<file path="src/rtl/placement_registry_pkg.sv">
// Shared parameters for the placement registry: playfield coordinate widths,
// table sizes and the exclusion radii used for nests and sugar patches.
package placement_registry_pkg;

    localparam int X_bits            = 8;
    localparam int Y_bits            = 8;
    localparam int NEST_num          = 4;
    localparam int SUGARPATCH_num    = 4;
    localparam int NEST_RADIUS       = 8;
    localparam int SUGARPATCH_RADIUS = 4;

    // Index width for a table of n entries, with one spare bit so that
    // out-of-range ids can still be presented on the write port.
    function automatic int num_bits(input int n);
        return $clog2(n) + 1;
    endfunction

    localparam int NEST_num_bits       = num_bits(NEST_num);
    localparam int SUGARPATCH_num_bits = num_bits(SUGARPATCH_num);

    typedef enum logic {
        KIND_NEST  = 1'b0,
        KIND_PATCH = 1'b1
    } kind_e;

endpackage

</file>
<file path="src/rtl/placement_registry_proximity_cmp.sv">
// Combinational proximity check: two points are "near" when both axis
// distances are strictly below the exclusion threshold.
module proximity_cmp #(
    parameter int X_bits = placement_registry_pkg::X_bits,
    parameter int Y_bits = placement_registry_pkg::Y_bits,
    parameter int T_bits = 10
) (
    input  logic [X_bits-1:0] ax,
    input  logic [Y_bits-1:0] ay,
    input  logic [X_bits-1:0] bx,
    input  logic [Y_bits-1:0] by,
    input  logic [T_bits-1:0] thresh,
    output logic              near
);

    logic [X_bits:0] dx;
    logic [Y_bits:0] dy;

    // Absolute differences are formed one bit wider so nothing wraps.
    always_comb begin
        if (ax >= bx) dx = {1'b0, ax} - {1'b0, bx};
        else          dx = {1'b0, bx} - {1'b0, ax};
        if (ay >= by) dy = {1'b0, ay} - {1'b0, by};
        else          dy = {1'b0, by} - {1'b0, ay};
        near = (T_bits'(dx) < thresh) && (T_bits'(dy) < thresh);
    end

endmodule

</file>
<file path="src/rtl/placement_registry.sv">
// Placement registry: stores nest and sugar-patch centers and answers
// collision queries by scanning the stored entries one per cycle.
module placement_registry #(
    parameter int NEST_num          = placement_registry_pkg::NEST_num,
    parameter int SUGARPATCH_num    = placement_registry_pkg::SUGARPATCH_num,
    parameter int X_bits            = placement_registry_pkg::X_bits,
    parameter int Y_bits            = placement_registry_pkg::Y_bits,
    parameter int NEST_RADIUS       = placement_registry_pkg::NEST_RADIUS,
    parameter int SUGARPATCH_RADIUS = placement_registry_pkg::SUGARPATCH_RADIUS,
    localparam int NEST_NB  = placement_registry_pkg::num_bits(NEST_num),
    localparam int PATCH_NB = placement_registry_pkg::num_bits(SUGARPATCH_num),
    localparam int ID_bits  = (NEST_NB > PATCH_NB) ? NEST_NB : PATCH_NB
) (
    input  logic                local_clock,
    input  logic                RESET_SIM,
    input  logic                wr_en,
    input  logic                wr_kind,
    input  logic [ID_bits-1:0]  wr_id,
    input  logic [X_bits-1:0]   wr_x,
    input  logic [Y_bits-1:0]   wr_y,
    input  logic                q_valid,
    input  logic                q_kind,
    input  logic [X_bits-1:0]   q_x,
    input  logic [Y_bits-1:0]   q_y,
    output logic                q_ready,
    output logic                rsp_valid,
    output logic                collision,
    output logic [X_bits-1:0]   nests_X   [NEST_num],
    output logic [Y_bits-1:0]   nests_Y   [NEST_num],
    output logic [X_bits-1:0]   patches_X [SUGARPATCH_num],
    output logic [Y_bits-1:0]   patches_Y [SUGARPATCH_num],
    output logic [NEST_NB:0]    nest_count,
    output logic [PATCH_NB:0]   patch_count
);

    import placement_registry_pkg::*;

    localparam int TOTAL    = NEST_num + SUGARPATCH_num;
    localparam int IDX_bits = $clog2(TOTAL + 1);
    localparam int T_bits   = ((X_bits > Y_bits) ? X_bits : Y_bits) + 2;

    localparam logic [IDX_bits-1:0] LAST_IDX = IDX_bits'(TOTAL - 1);
    localparam logic [T_bits-1:0]   E_NN = T_bits'(2 * NEST_RADIUS);
    localparam logic [T_bits-1:0]   E_NP = T_bits'(NEST_RADIUS + SUGARPATCH_RADIUS);
    localparam logic [T_bits-1:0]   E_PP = T_bits'(2 * SUGARPATCH_RADIUS);

    typedef enum logic [1:0] {
        IDLE = 2'd0,
        SCAN = 2'd1,
        DONE = 2'd2
    } state_e;

    state_e                state_q, state_d;
    logic [IDX_bits-1:0]   idx_q, idx_d;
    logic                  hit_q, hit_d;
    logic                  latch_query;

    logic [NEST_num-1:0]       nest_valid;
    logic [SUGARPATCH_num-1:0] patch_valid;

    logic                q_kind_r;
    logic [X_bits-1:0]   q_x_r;
    logic [Y_bits-1:0]   q_y_r;

    logic [X_bits-1:0]   ent_x;
    logic [Y_bits-1:0]   ent_y;
    logic                ent_valid;
    logic                ent_kind;
    logic [T_bits-1:0]   thresh;
    logic                near;

    // Table storage and occupancy counts; a rewrite of a valid slot keeps its count.
    always_ff @(posedge local_clock or posedge RESET_SIM) begin
        if (RESET_SIM) begin
            for (int i = 0; i < NEST_num; i++) begin
                nests_X[i] <= '0;
                nests_Y[i] <= '0;
            end
            for (int j = 0; j < SUGARPATCH_num; j++) begin
                patches_X[j] <= '0;
                patches_Y[j] <= '0;
            end
            nest_valid  <= '0;
            patch_valid <= '0;
            nest_count  <= '0;
            patch_count <= '0;
        end else if (wr_en) begin
            if (wr_kind == KIND_NEST) begin
                for (int i = 0; i < NEST_num; i++) begin
                    if (wr_id == ID_bits'(i)) begin
                        nests_X[i]    <= wr_x;
                        nests_Y[i]    <= wr_y;
                        nest_valid[i] <= 1'b1;
                        if (!nest_valid[i]) nest_count <= nest_count + 1'b1;
                    end
                end
            end else begin
                for (int j = 0; j < SUGARPATCH_num; j++) begin
                    if (wr_id == ID_bits'(j)) begin
                        patches_X[j]   <= wr_x;
                        patches_Y[j]   <= wr_y;
                        patch_valid[j] <= 1'b1;
                        if (!patch_valid[j]) patch_count <= patch_count + 1'b1;
                    end
                end
            end
        end
    end

    // Select the entry addressed by the scan index: nests first, then patches.
    always_comb begin
        ent_x     = '0;
        ent_y     = '0;
        ent_valid = 1'b0;
        ent_kind  = KIND_NEST;
        for (int i = 0; i < NEST_num; i++) begin
            if (idx_q == IDX_bits'(i)) begin
                ent_x     = nests_X[i];
                ent_y     = nests_Y[i];
                ent_valid = nest_valid[i];
                ent_kind  = KIND_NEST;
            end
        end
        for (int j = 0; j < SUGARPATCH_num; j++) begin
            if (idx_q == IDX_bits'(NEST_num + j)) begin
                ent_x     = patches_X[j];
                ent_y     = patches_Y[j];
                ent_valid = patch_valid[j];
                ent_kind  = KIND_PATCH;
            end
        end
    end

    // Exclusion distance is the sum of the two objects' radii.
    always_comb begin
        thresh = E_NP;
        if (q_kind_r == ent_kind) thresh = (q_kind_r == KIND_PATCH) ? E_PP : E_NN;
    end

    proximity_cmp #(
        .X_bits (X_bits),
        .Y_bits (Y_bits),
        .T_bits (T_bits)
    ) u_cmp (
        .ax     (q_x_r),
        .ay     (q_y_r),
        .bx     (ent_x),
        .by     (ent_y),
        .thresh (thresh),
        .near   (near)
    );

    // Scan controller: accept in IDLE, walk entries with early exit on hit, report in DONE.
    always_comb begin
        state_d     = state_q;
        idx_d       = idx_q;
        hit_d       = hit_q;
        latch_query = 1'b0;
        case (state_q)
            IDLE: begin
                if (q_valid) begin
                    latch_query = 1'b1;
                    idx_d       = '0;
                    hit_d       = 1'b0;
                    state_d     = SCAN;
                end
            end
            SCAN: begin
                if (ent_valid && near) begin
                    hit_d   = 1'b1;
                    state_d = DONE;
                end else if (idx_q == LAST_IDX) begin
                    state_d = DONE;
                end else begin
                    idx_d = idx_q + 1'b1;
                end
            end
            DONE:    state_d = IDLE;
            default: state_d = IDLE;
        endcase
    end

    // Controller state registers.
    always_ff @(posedge local_clock or posedge RESET_SIM) begin
        if (RESET_SIM) begin
            state_q <= IDLE;
            idx_q   <= '0;
            hit_q   <= 1'b0;
        end else begin
            state_q <= state_d;
            idx_q   <= idx_d;
            hit_q   <= hit_d;
        end
    end

    // Hold the candidate while the scan runs so the requester may move on.
    always_ff @(posedge local_clock or posedge RESET_SIM) begin
        if (RESET_SIM) begin
            q_kind_r <= 1'b0;
            q_x_r    <= '0;
            q_y_r    <= '0;
        end else if (latch_query) begin
            q_kind_r <= q_kind;
            q_x_r    <= q_x;
            q_y_r    <= q_y;
        end
    end

    // Result is loaded as the scan ends so it is already valid during the DONE pulse.
    always_ff @(posedge local_clock or posedge RESET_SIM) begin
        if (RESET_SIM) begin
            collision <= 1'b0;
        end else if (state_q == SCAN && state_d == DONE) begin
            collision <= hit_d;
        end
    end

    assign q_ready   = (state_q == IDLE);
    assign rsp_valid = (state_q == DONE);

endmodule

</file>
<file path="config.mk">
export PLATFORM = sky130hd
export DESIGN_NAME = placement_registry
export DESIGN_NICKNAME = d
export VERILOG_FILES = /design/src/rtl/placement_registry_pkg.sv /design/src/rtl/placement_registry_proximity_cmp.sv /design/src/rtl/placement_registry.sv
export SDC_FILE = /design/constraint.sdc
export NUM_CORES = 1
export LEC_CHECK = 0
export ABC_CLOCK_PERIOD_IN_PS = 5040
export CAP_MARGIN = 20
export CORE_MARGIN = 4
export CORE_UTILIZATION = 49
export CTS_BUF_LIST = sky130_fd_sc_hd__clkbuf_8
export DETAILED_ROUTE_END_ITERATION = 7
export PLACE_DENSITY_LB_ADDON = 0.3
export SLEW_MARGIN = 20
export SYNTH_ARGS = -nofsm -noshare
export SYNTH_HDL_FRONTEND = slang
export SYNTH_HIERARCHICAL = 1
export SYNTH_SLANG_ARGS = --single-unit
</file>
<file path="constraint.sdc">
create_clock -name local_clock -period 5.04 [get_ports local_clock]
set_input_delay 0.504 -clock local_clock [delete_from_list [all_inputs] [get_ports local_clock]]
set_output_delay 0.504 -clock local_clock [all_outputs]
set_load 0.01 [all_outputs]
</file>
==> impl_metrics.sql <==
INSERT INTO impl_metrics (metric_group, metric, value, unit) VALUES
('status', 'status', 'finished clean', ''),
('drt', 'postRouteAntennaNets', '0', ''),
('global_route', 'grt_first_pass_wirelength', '43000', 'microns'),
('cts', 'cts_sinks', '169', ''),
('global_route', 'antenna_found_initial', '0', ''),
('yosys', 'ys_seq_elements', '169', ''),
('hold_path', 'min-delay-path-class', 'register to register', ''),
('pwr', 'vdd_ir_drop_max', '460', 'uV'),
('critical_path', 'critical_path.endpoint_type', 'register', ''),
('timing', 'final_max_slew_viol_count', '0', ''),
('timing', 'finalWorstPathRequiredPeriod', '5.00', 'ns'),
('cts', 'cts-buffers-inserted', '17', ''),
('placement', 'dp_slack', '-0.00723', 'ns'),
('layout', 'drive_gt1_frac', '0.299', ''),
('floorplan', 'fp.dieW', '150', 'microns'),
('layout', 'nFillCells', '1546', ''),
('pwr', 'p_leak', '5.76', 'nW'),
('floorplan', 'design.die.area', '22500', 'sq um'),
('yosys', 'synthDominantCellAreaShare', '0.429', ''),
('global_route', 'grt.overflow.total', '0', ''),
('floorplan', 'rows', '51', ''),
('timing', 'hold_slack', '0.484', 'ns'),
('yosys', 'netlist_area', '9860', 'sq um'),
('yosys', 'synth-main-ff-cell', 'dfrtp_1', ''),
('critical_path', 'worstPathMaxFanout', '5', ''),
('yosys', 'yosys-top-cells-area', 'dfrtp_1 (43%), mux2_2 (15%), ha_1 (7.1%), nand2_1 (4.5%), a21oi_1 (2.6%)', ''),
('cts', 'insertion_delay', '0.46', 'ns'),
('timing', 'setup_total_negative_slack', '0', 'ns'),
('drt', 'drt-total-wl', '28700', 'microns'),
('floorplan', 'floorplan.die.height', '150', 'microns'),
('yosys', 'proportion_of_register_bits_with_asynchronous_set_or_reset_after_synthesis', '1.00', ''),
('layout', 'synthToLayoutAreaGrowth', '34.2', '%'),
('critical_path', 'cp_arrival', '5.36', 'ns'),
('global_route', 'overall_track_demand_over_capacity_in_global_routing', '0.245', ''),
('drt', 'dr.first_iter.drc_count', '631', ''),
('timing', 'timing.final.setup_violations', '0', ''),
('placement', 'placement.io_buffers', '179', ''),
('layout', 'stdcell_count', '1414', ''),
('timing', 'timing.clock.skew', '0.0203', 'ns'),
('cts', 'cts_htree_levels', '4', ''),
('drt', 'post_drt_wl_per_cell', '20.3', 'microns'),
('yosys', 'synth_warnings', '6', ''),
('floorplan', 'floorplan.initialDensity', '0.502', ''),
('yosys', 'share_of_synthesized_area_occupied_by_flip_flops_and_latches', '0.429', ''),
('placement', 'place_hpwl', '19800', 'microns'),
('drt', 'drc_errors', '0', ''),
('timing', 'timing_worst_slew_pin_value', '1.05', 'ns'),
('cts', 'cts_root_buffer', 'clkbuf_8', ''),
('critical_path', 'timing.critical_path.required', '5.39', 'ns'),
('global_route', 'grt_max_degree', '170', ''),
('timing', 'grt_setup_unrepaired', 'true', ''),
('flow_run', 'cap_violations', '0', ''),
('layout', 'utilization', '0.673', ''),
('drt', 'drt-vias-per-instance', '5.66', ''),
('critical_path', 'crit_path_start_kind', 'register', ''),
('layout', 'most-common-layout-cells', 'clkdlybuf4s50_1 (179), dfrtp_1 (169), mux2_2 (133)', ''),
('layout', 'antenna_cells', '0', ''),
('cts', 'cts_tree', 'built', ''),
('layout', 'nNetsFinal', '1238', ''),
('cts', 'cts.path.max_buffers', '2', ''),
('global_route', 'first_global_vias', '7927', ''),
('critical_path', 'timing_worst_setup_path_type', 'register to register', ''),
('placement', 'place_inst', '1367', ''),
('yosys', 'synth_top_cell_by_area', 'dfrtp_1', ''),
('timing', 'maxSlewHeadroom', '0.302', ''),
('timing', 'final-hold-violation-count', '0', ''),
('cts', 'holdBufCountCts', '0', ''),
('yosys', 'syn-instance-count', '916', ''),
('layout', 'final_common_cell', 'clkdlybuf4s50_1', ''),
('timing', 'final.period_utilization', '0.993', ''),
('cts', 'cts.reportedPaths.clkPinSlew', '0.11', 'ns'),
('timing', 'final.setup.worst_slack', '0.0373', 'ns'),
('drt', 'via_count', '7997', ''),
('yosys', 'syn_area_per_cell', '10.8', 'sq um'),
('timing', 'max_freq', '200', 'MHz'),
('floorplan', 'num_io_pins', '180', ''),
('yosys', 'synth_enable_flop_cells', '0', ''),
('yosys', 'number_of_different_library_cells_in_the_post_synthesis_netlist', '68', ''),
('drt', 'drt-pass1-iter-count', '8', ''),
('floorplan', 'core', '19700', 'sq um'),
('pwr', 'cellPowerDensity', '879', 'nW/um^2'),
('placement', 'place_congestion', '0.871', '');
synthesized netlist by cell type (2+ instances only):
library cell,n
fa_1,4
buf_6,8
a21o_1,14
buf_1,3
mux2i_1,13
inv_1,58
and3_1,2
buf_2,18
nand3b_1,18
o21ai_0,40
nand4_1,10
o21a_1,3
mux4_2,2
or2_2,4
a31o_2,2
o21ai_1,5
nor3b_4,3
nor2_2,3
xor2_1,5
mux2_2,135
nand2_1,117
a222oi_1,16
o21ba_2,16
o211ai_1,20
xnor2_1,12
o22a_1,2
nand3b_2,2
ha_1,56
a21oi_1,52
nor2b_2,2
clkbuf_1,16
a31oi_1,8
nand3_4,2
buf_4,9
nand3_1,4
nor2_1,14
a211oi_1,3
a221oi_1,3
dfrtp_1,169
a21oi_2,2
nor2b_1,4
nand2b_1,11
critical path: stages (launching register included):
cell and delay (ns):
dfrtp_1 0.44, buf_6 0.14, ha_4 0.16, buf_12 0.14
buf_4 0.15, nand2_1 0.06, a21oi_1 0.07, a21oi_2 0.18
o21ai_0 0.13, o21ba_4 0.24, ha_4 0.24, nor2b_4 0.12
o211ai_1 0.21, a31o_2 0.22, nand3_4 0.11, mux2_4 0.34
ha_4 0.25, a21boi_2 0.14, o21ai_1 0.09, nand2b_1 0.08
a21oi_2 0.05, o31a_1 0.26, o22a_1 0.25, and3_1 0.18
o21ai_2 0.19, nand3_2 0.13, mux2_4 0.32
final timing paths:
check | startpoint | to | slack (ns) | cells past startpoint
min | patch_count[3] | patch_count[3] | 0.48 | 1
max in group asynchronous | RESET_SIM | nest_count[1] | 3.70 | 3
min reg2reg | patch_count[3] | patch_count[3] | 0.48 | 1
max reg2reg | idx_q[0] | idx_q[1] | 0.04 | 26
min in group asynchronous | RESET_SIM | nests_Y[17] | 0.66 | 3
max | idx_q[0] | idx_q[1] | 0.04 | 26
power breakdown:
part,total [mW],switching [mW],internal [mW]
Clock,1.03,0.559,0.470
Sequential,2.09,0.362,1.73
Combinational,8.51,4.14,4.37
Total,11.6,5.06,6.56
flip-flops by register name, indices dropped and copies added (netlist names), 4 cells and up:
register,cells
patches_X,32
nests_Y,32
nest_count,4
patch_valid,4
idx_q,4
nests_X,32
q_y_r,8
q_x_r,8
nest_valid,4
patches_Y,32
patch_count,4
kinds of logic after synthesis:
logic type	synth area share
xor+xnor	0.0151
other cells	0.000380
fa+ha+maj	0.0792
simple gates	0.110
compound gates	0.138
buf+inv	0.0549
mux	0.173
flops	0.429
stage by stage:
step | total power, mW | cell area [sq um]
finish | 11.6 | 13200
detailed placement | 9.08 | 12200
global placement | 8.94 | 12200
global route | 12.5 | 13200
CTS | 10.2 | 12700
floorplan | 6.76 | 9890
final cells by class:
cell class                      count  area (sq um)  area share
Clock buffer                       18           248      0.0187
Clock inverter                     13           161      0.0122
Inverter                           58           221      0.0167
Multi-Input combinational cell    642          5580       0.422
Sequential cell                   169          4230       0.320
Tap cell                          265           332      0.0251
Timing Repair Buffer              249          2460       0.186
repair_timing:
item / 4_1_cts / 5_1_grt
endpoints found under the setup margin: 2 / 8
pin swaps: 2 / 53
cloned: 0 / 1
setup buffers: 6 / 12
resized for setup: 11 / 106
routing by layer:
metal	GRT usage	up-vias	routed length (microns)
met3	0.0727	26	2210
li1	-	3675	-
met5	0	-	0
met2	0.415	292	14500
met1	0.312	4004	11600
met4	0.0540	0	404
(Power assumes the default switching activity.)
==> patch 1: new RTL, same flow settings <==
The 3 states of `state_e` get a one-hot encoding in 3 bits.
--- a/src/rtl/placement_registry.sv
+++ b/src/rtl/placement_registry.sv
@@ -45,8 +45,8 @@
     localparam logic [T_bits-1:0]   E_PP = T_bits'(2 * SUGARPATCH_RADIUS);
 
-    typedef enum logic [1:0] {
-        IDLE = 2'd0,
-        SCAN = 2'd1,
-        DONE = 2'd2
+    typedef enum logic [2:0] {
+        IDLE = 3'b001,
+        SCAN = 3'b010,
+        DONE = 3'b100
     } state_e;
 
Behaviour: same outputs for any inputs over 4 cycles, from zero or initial values and one cycle with RESET_SIM high; so few cycles prove little.
==> patch 1 against the original RTL <==
- sequential cell count is 1 higher
- total power is 17% lower
- synthesized cell count is 5.8% higher
- setup slack better by 140 ps
- final area is 1.4% lower
- area after synthesis is 0.15% higher
- core utilization is 0.92 points lower
- die area is 0.14% higher
- routed wire length is 1.1% lower
- largest power group unchanged
==> patch 1: results (changes against the original RTL) <==
Run status
  – Status: completed (unchanged)

Worst setup path
  – Worst EP arrival: 5210 ps (was 5360 ps)
  – Critical-path top delay cell: dfrtp_2 (was dfrtp_1)
  – CP top delay family: compound AO/OA/AOI/OAI gates (unchanged)
  – CP max FO: 22 (was 5)
  – Crit path largest cell delay: 460 ps (was 440 ps)

Min path
  – Hold crit path type: reg -> reg (unchanged)

Routing
  – Via density: 5.60 (was 5.66)
  – Starting DRT DRC Count: 557 (was 631)
  – Per-cell routed wire length: 19.7 um (was 20.3 um)
  – DRT Wirelength: 28.4 mm (was 28.7 mm)
  – First-pass detailed-route iteration total: 6 (was 8)

Place
  – Cell total after placement: 1393 (was 1367)
  – Dpl hpwl: 19.6 mm (was 19.8 mm)
  – RePlAce Congestion: 0.933 (was 0.871)
  – IO Port Bufs: 179 (unchanged)
  – Cell area after placement: 12100 um^2 (was 12200 um^2)
  – Pre-CTS WS: -170 ps (was -7.23 ps)

Clocking
  – Clock buffer depth: 2 (unchanged)
  – H-tree lvl count: 4 (unchanged)
  – Inserted Clock Buffers: 17 (unchanged)
  – Clk root buf: clkbuf_8 (unchanged)
  – Clock latency on the worst-skew pair: 470 ps
  – Clk pin slew, worst setup/hold paths: 100 ps

Logic synthesis
  – Sequential area share after synthesis: 43.1% (was 42.9%)
  – Yosys warnings: 6 (unchanged)
  – Post-synth top cells: dfrtp_1 (169), nand2_1 (120), mux2_2 (117) (was dfrtp_1 (169), mux2_2 (135), nand2_1 (117))
  – Top cells by area, synth: dfrtp_1 (43%), mux2_2 (13%), ha_1 (7.1%) (was dfrtp_1 (43%), mux2_2 (15%), ha_1 (7.1%))
  – Count of cell types in the netlist: 64 (was 68)
  – Post-synth ARST share: 100% (unchanged)
  – Post-Syn Instances: 969 (was 916)

STA
  – Clk_skew: 19.2 ps (was 20.3 ps)
  – Worst Tran Pin Value: 984 ps (was 1050 ps)
  – Max Slew Vio Count: 0 (unchanged)

Final layout
  – Final net count: 1264 (was 1238)
  – Share of cells above drive strength 1: 25.3% (was 29.9%)

Global route
  – Largest net degree at the start of global routing: 138 (was 170)
  – Remaining Overflow, GRT: 0 (unchanged)
  – Tot GR Track Use: 24.2% (was 24.5%)
  – Initial antenna violation count: 1 (was 0)
  – Vias in the first global route: 7797 (was 7927)
  – Global-route wire length before repair: 42.5 mm (was 43.0 mm)

Pwr
  – Power density of the placed cells: 738 nW/um^2 (was 879 nW/um^2)
  – Clock Power: 988 uW (was 1030 uW)
  – Maximum vdd drop: 0.360 mV (was 0.460 mV)
  – Leak: 0.00572 uW (was 0.00576 uW)
  – Seq group: 2080 uW
  – NetSw: 4290 uW (was 5060 uW)

Flow run
  – Max-cap violations: 0 (unchanged)
patch 1: area by class of cell:
| class | instances | area, um^2 |
|---|---|---|
| Sequential cell | 170 | 4260 |
| Multi-Input combinational cell | 659 | 5390 |
| Inverter | 88 | 339 |
| Antenna cell | 1 | 2.50 |
| Clock inverter | 15 | 178 |
| Fill cell | 1589 | 6600 |
| Timing Repair Buffer | 227 | 2320 |
| Tap cell | 265 | 332 |
| Clock buffer | 17 | 234 |
patch 1: path summary, 6_finish.rpt:
kind,depth (start not counted),slack (ps),endpoint,from
worst max register to register,22,180,idx_q[1],idx_q[1]
worst min register to register,1,480,patch_count[3],patch_count[3]
max in group asynchronous,3,3350,nests_Y[31],RESET_SIM
worst max-delay path,22,180,idx_q[1],idx_q[1]
min in group asynchronous,2,500,nests_X[11],RESET_SIM
worst min-delay path,1,480,patch_count[3],patch_count[3]
patch 1: logic make-up (layout without fill, tap and decap cells):
logic type                 after synthesis  after routing  synth area share [%]
xor gates and xnor gates                17             17                  1.51
other                                    1             10                0.0380
muxes                                  133            133                  15.3
buffers and inverters                  148            347                  6.55
DFF                                    170            170                  43.1
adders and majority gates               60             60                  7.91
and+or+nand+nor                        193            193                  9.90
AOI/OAI and AO/OA                      247            247                  15.8
patch 1: timing repair:
action                                 4_1_cts  5_1_grt
endpoints found under the hold margin        0        0
cloned                                       0        3
gates resized for setup                      7       82
buffers inserted                             0       12
setup endpoints to repair                    8        8
pin swaps                                    0       32
patch 1: layer usage:
| layer | track usage [%] | up-vias | part of all wire [%] |
|---|---|---|---|
| met5 | 0 | - | 0 |
| met4 | 7.64 | 0 | 2.2 |
| met2 | 37.4 | 315 | 47 |
| li1 | - | 3773 | - |
| met3 | 4.66 | 37 | 6.0 |
| met1 | 34.6 | 3955 | 45 |
==> patch 2: new RTL, same settings <==
Made on the original files. Set the package constant `X_bits` to 10 (it was 8).
--- a/src/rtl/placement_registry_pkg.sv
+++ b/src/rtl/placement_registry_pkg.sv
@@ -3,5 +3,5 @@
 package placement_registry_pkg;
 
-    localparam int X_bits            = 8;
+    localparam int X_bits            = 10;
     localparam int Y_bits            = 8;
     localparam int NEST_num          = 4;
Interface: changed (resized nests_X, patches_X, q_x and wr_x); port bits go from 180 to 200. The function was not compared with the original's and may differ.
==> patch 2 against the original RTL <==
- final area up 14%
- total power up 11%
- critical path depth up 2
- setup slack worse by 620 ps
- routed wire length up 12%
- area after synthesis up 7.3%
- largest cell class unchanged
- critical endpoint unchanged
- the flow now finishes with violations (setup timing)
- sequential cell count up 18
- worst hold slack worse by 52 ps
==> patch 2: results (changes against the original RTL) <==
Pwr
  – Maximum vdd drop: 0.428 mV (was 0.460 mV)
  – Leak: 0.00673 uW (was 0.00576 uW)
  – Pint: 7340 uW (was 6560 uW)

Global route
  – Largest net degree at the start of global routing: 188 (was 170)
  – Global-route wire length before repair: 49.9 mm (was 43.0 mm)
  – Vias in the first global route: 9357 (was 7927)
  – Tot GR Track Use: 26.2% (was 24.5%)
  – Initial antenna violation count: 0 (unchanged)

Logic synthesis
  – Compound-Gate Fraction of Synth Area: 13.5% (was 13.8%)
  – Sequential area share after synthesis: 44.2% (was 42.9%)
  – Yosys warnings: 6 (unchanged)
  – Mux contribution to synthesized area: 17.7% (was 17.3%)
  – Synth Area in Adders: 8.09% (was 7.92%)
  – Top cells by area, synth: dfrtp_1 (44%), mux2_2 (16%), ha_1 (7.3%) (was dfrtp_1 (43%), mux2_2 (15%), ha_1 (7.1%))
  – Post-synth ARST share: 100% (unchanged)
  – Count of cell types in the netlist: 67 (was 68)
  – Post-synth top cells: dfrtp_1 (187), mux2_2 (149), nand2_1 (121) (was dfrtp_1 (169), mux2_2 (135), nand2_1 (117))
  – XOR/XNOR Fraction of Synth Area: 1.49% (was 1.51%)

Final layout
  – FILL cells: 1553 (was 1546)
  – Share of cells above drive strength 1: 33.4% (was 29.9%)
  – Biggest registers after layout: nests_X (40), patches_X (40)
  – Final net count: 1452 (was 1238)

STA
  – Post-route setup slack: -579 ps (was 37.3 ps)
  – Clk_skew: 22.8 ps (was 20.3 ps)
  – Worst slew margin: 30.2% (about the same)
  – Final setup fails: 8 (was 0)
  – Setup TNS Final: -3860 ps (was 0 ps)

Worst setup path
  – Crit path largest cell delay: around 450 ps
  – Critical-path top delay cell: dfrtp_2 (was dfrtp_1)
  – FF-to-FF End: idx_q[1] (unchanged)
  – Crit. Startpoint: idx_q[0] (unchanged)
  – CP Capture Type: register (unchanged)
  – Worst reg2reg path depth: 28 (was 26)
  – Worst EP arrival: 5970 ps (was 5360 ps)
  – CP max FO: 7 (was 5)
  – CP top delay family: compound AO/OA/AOI/OAI gates (unchanged)

Routing
  – DRT Wirelength: 32.1 mm (was 28.7 mm)
  – DRC Markers: 0 (unchanged)
  – First-pass detailed-route iteration total: 6 (was 8)
  – Routed via count: 8997 (was 7997)
  – Starting DRT DRC Count: 382 (was 631)

Run status
  – Failing checks: setup timing
  – Status: finished with violations (was completed)

Place
  – IO Port Bufs: 199 (was 179)
  – RePlAce Congestion: 0.897 (was 0.871)
  – Dpl hpwl: 23.2 mm (was 19.8 mm)
  – Cell area after placement: 13800 um^2 (was 12200 um^2)

Clocking
  – Inserted Clock Buffers: 17 (unchanged)
  – Clk root buf: clkbuf_8 (unchanged)
  – Clock buffer depth: 2 (unchanged)
  – H-tree lvl count: 4 (unchanged)
  – Clock latency on the worst-skew pair: 480 ps (was 460 ps)
  – Clk pin slew, worst setup/hold paths: 130 ps (was 110 ps)

Min path
  – Hold crit path type: in -> async (was reg -> reg)
patch 2: cell types whose count changed in the layout (fill, tap and decap cells not counted), sizes merged, moves of 14 or more:
cell | unedited run | this run
buf | 69 | 168
o21ai | 46 | 77
clkdlybuf4s50 | 179 | 199
a22oi | 0 | 19
and3b | 0 | 19
a221oi | 3 | 21
dfrtp | 169 | 187
o211ai | 20 | 3
a222oi | 16 | 0
nand3b | 21 | 5
o21ba | 16 | 0
mux2 | 136 | 150
patch 2: layer usage:
metal | GRT usage (%) | share of wire [%] | up-vias | routed length (um)
met1 | 33.6 | 43 | 4480 | 13700
met4 | 7.15 | 2.3 | 0 | 751
met5 | 0 | 0 | - | 0
met3 | 4.92 | 4.7 | 55 | 1510
li1 | - | - | 4208 | -
met2 | 45.5 | 50 | 254 | 16100
patch 2: logic make-up after synthesis:
kind of cell | Yosys count
XOR/XNOR | 18
AO/OA/AOI/OAI | 225
multiplexers | 166
other | 1
AND/OR/NAND/NOR | 212
flip-flops | 187
buffers and inverters | 121
adder cells (fa/ha/maj) | 66
patch 2: final cells by class:
| class | count | area share [%] |
|---|---|---|
| tap | 275 | 2.29 |
| clock inverter | 15 | 1.17 |
| antenna | 2 | 0.0333 |
| timing repair buffer | 367 | 22.5 |
| clock buffer | 17 | 1.56 |
| multi-input combinational | 700 | 39.6 |
| inverter | 68 | 1.72 |
| sequential | 187 | 31.1 |
patch 2: timing repair:
item | CTS | global route
setup buffers | 30 | 8
setup endpoints to repair | 8 | 8
pin swaps | 63 | 34
hold endpoints to repair | 0 | 0
gates resized for setup | 68 | 30
patch 2: worst min-delay path by stage:
stage | to | cells past startpoint | start | slack [ps]
after detailed placement | patch_valid[1] | 1 | patch_valid[1] | 480
final | nests_Y[18] | 3 | RESET_SIM | 430
after CTS | patch_count[3] | 1 | patch_count[3] | 510
after global placement | patch_count[3] | 1 | patch_count[3] | 460
after floorplan | hit_q | 2 | hit_q | 450
after global routing | nests_Y[26] | 3 | RESET_SIM | 450
patch 2: metrics by stage:
stage / std cells / hold WS [ps] / util, % / setup slack [ps] / power (uW)
2_1_floorplan: 1008 / 451 / - / -298 / 7120
3_3_place_gp: 1557 / 461 / 65.4 / -709 / 10100
3_5_place_dp: 1557 / 481 / 65.4 / -818 / 10300
4_1_cts: 1618 / 509 / 69.7 / -470 / 12400
5_1_grt: 1629 / 446 / 71.0 / -827 / 13900
6_report: 1631 / 432 / 71.0 / -579 / 13000
patch 2: power by group through the flow:
stage | Clock (uW) | Combinational [uW] | Sequential (uW)
CTS | 1050 | 9020 | 2290
finish | 1030 | 9630 | 2300
detailed placement | 0 | 8040 | 2310
global placement | 0 | 7840 | 2290
global route | 1100 | 10500 | 2350
floorplan | 0 | 4770 | 2350
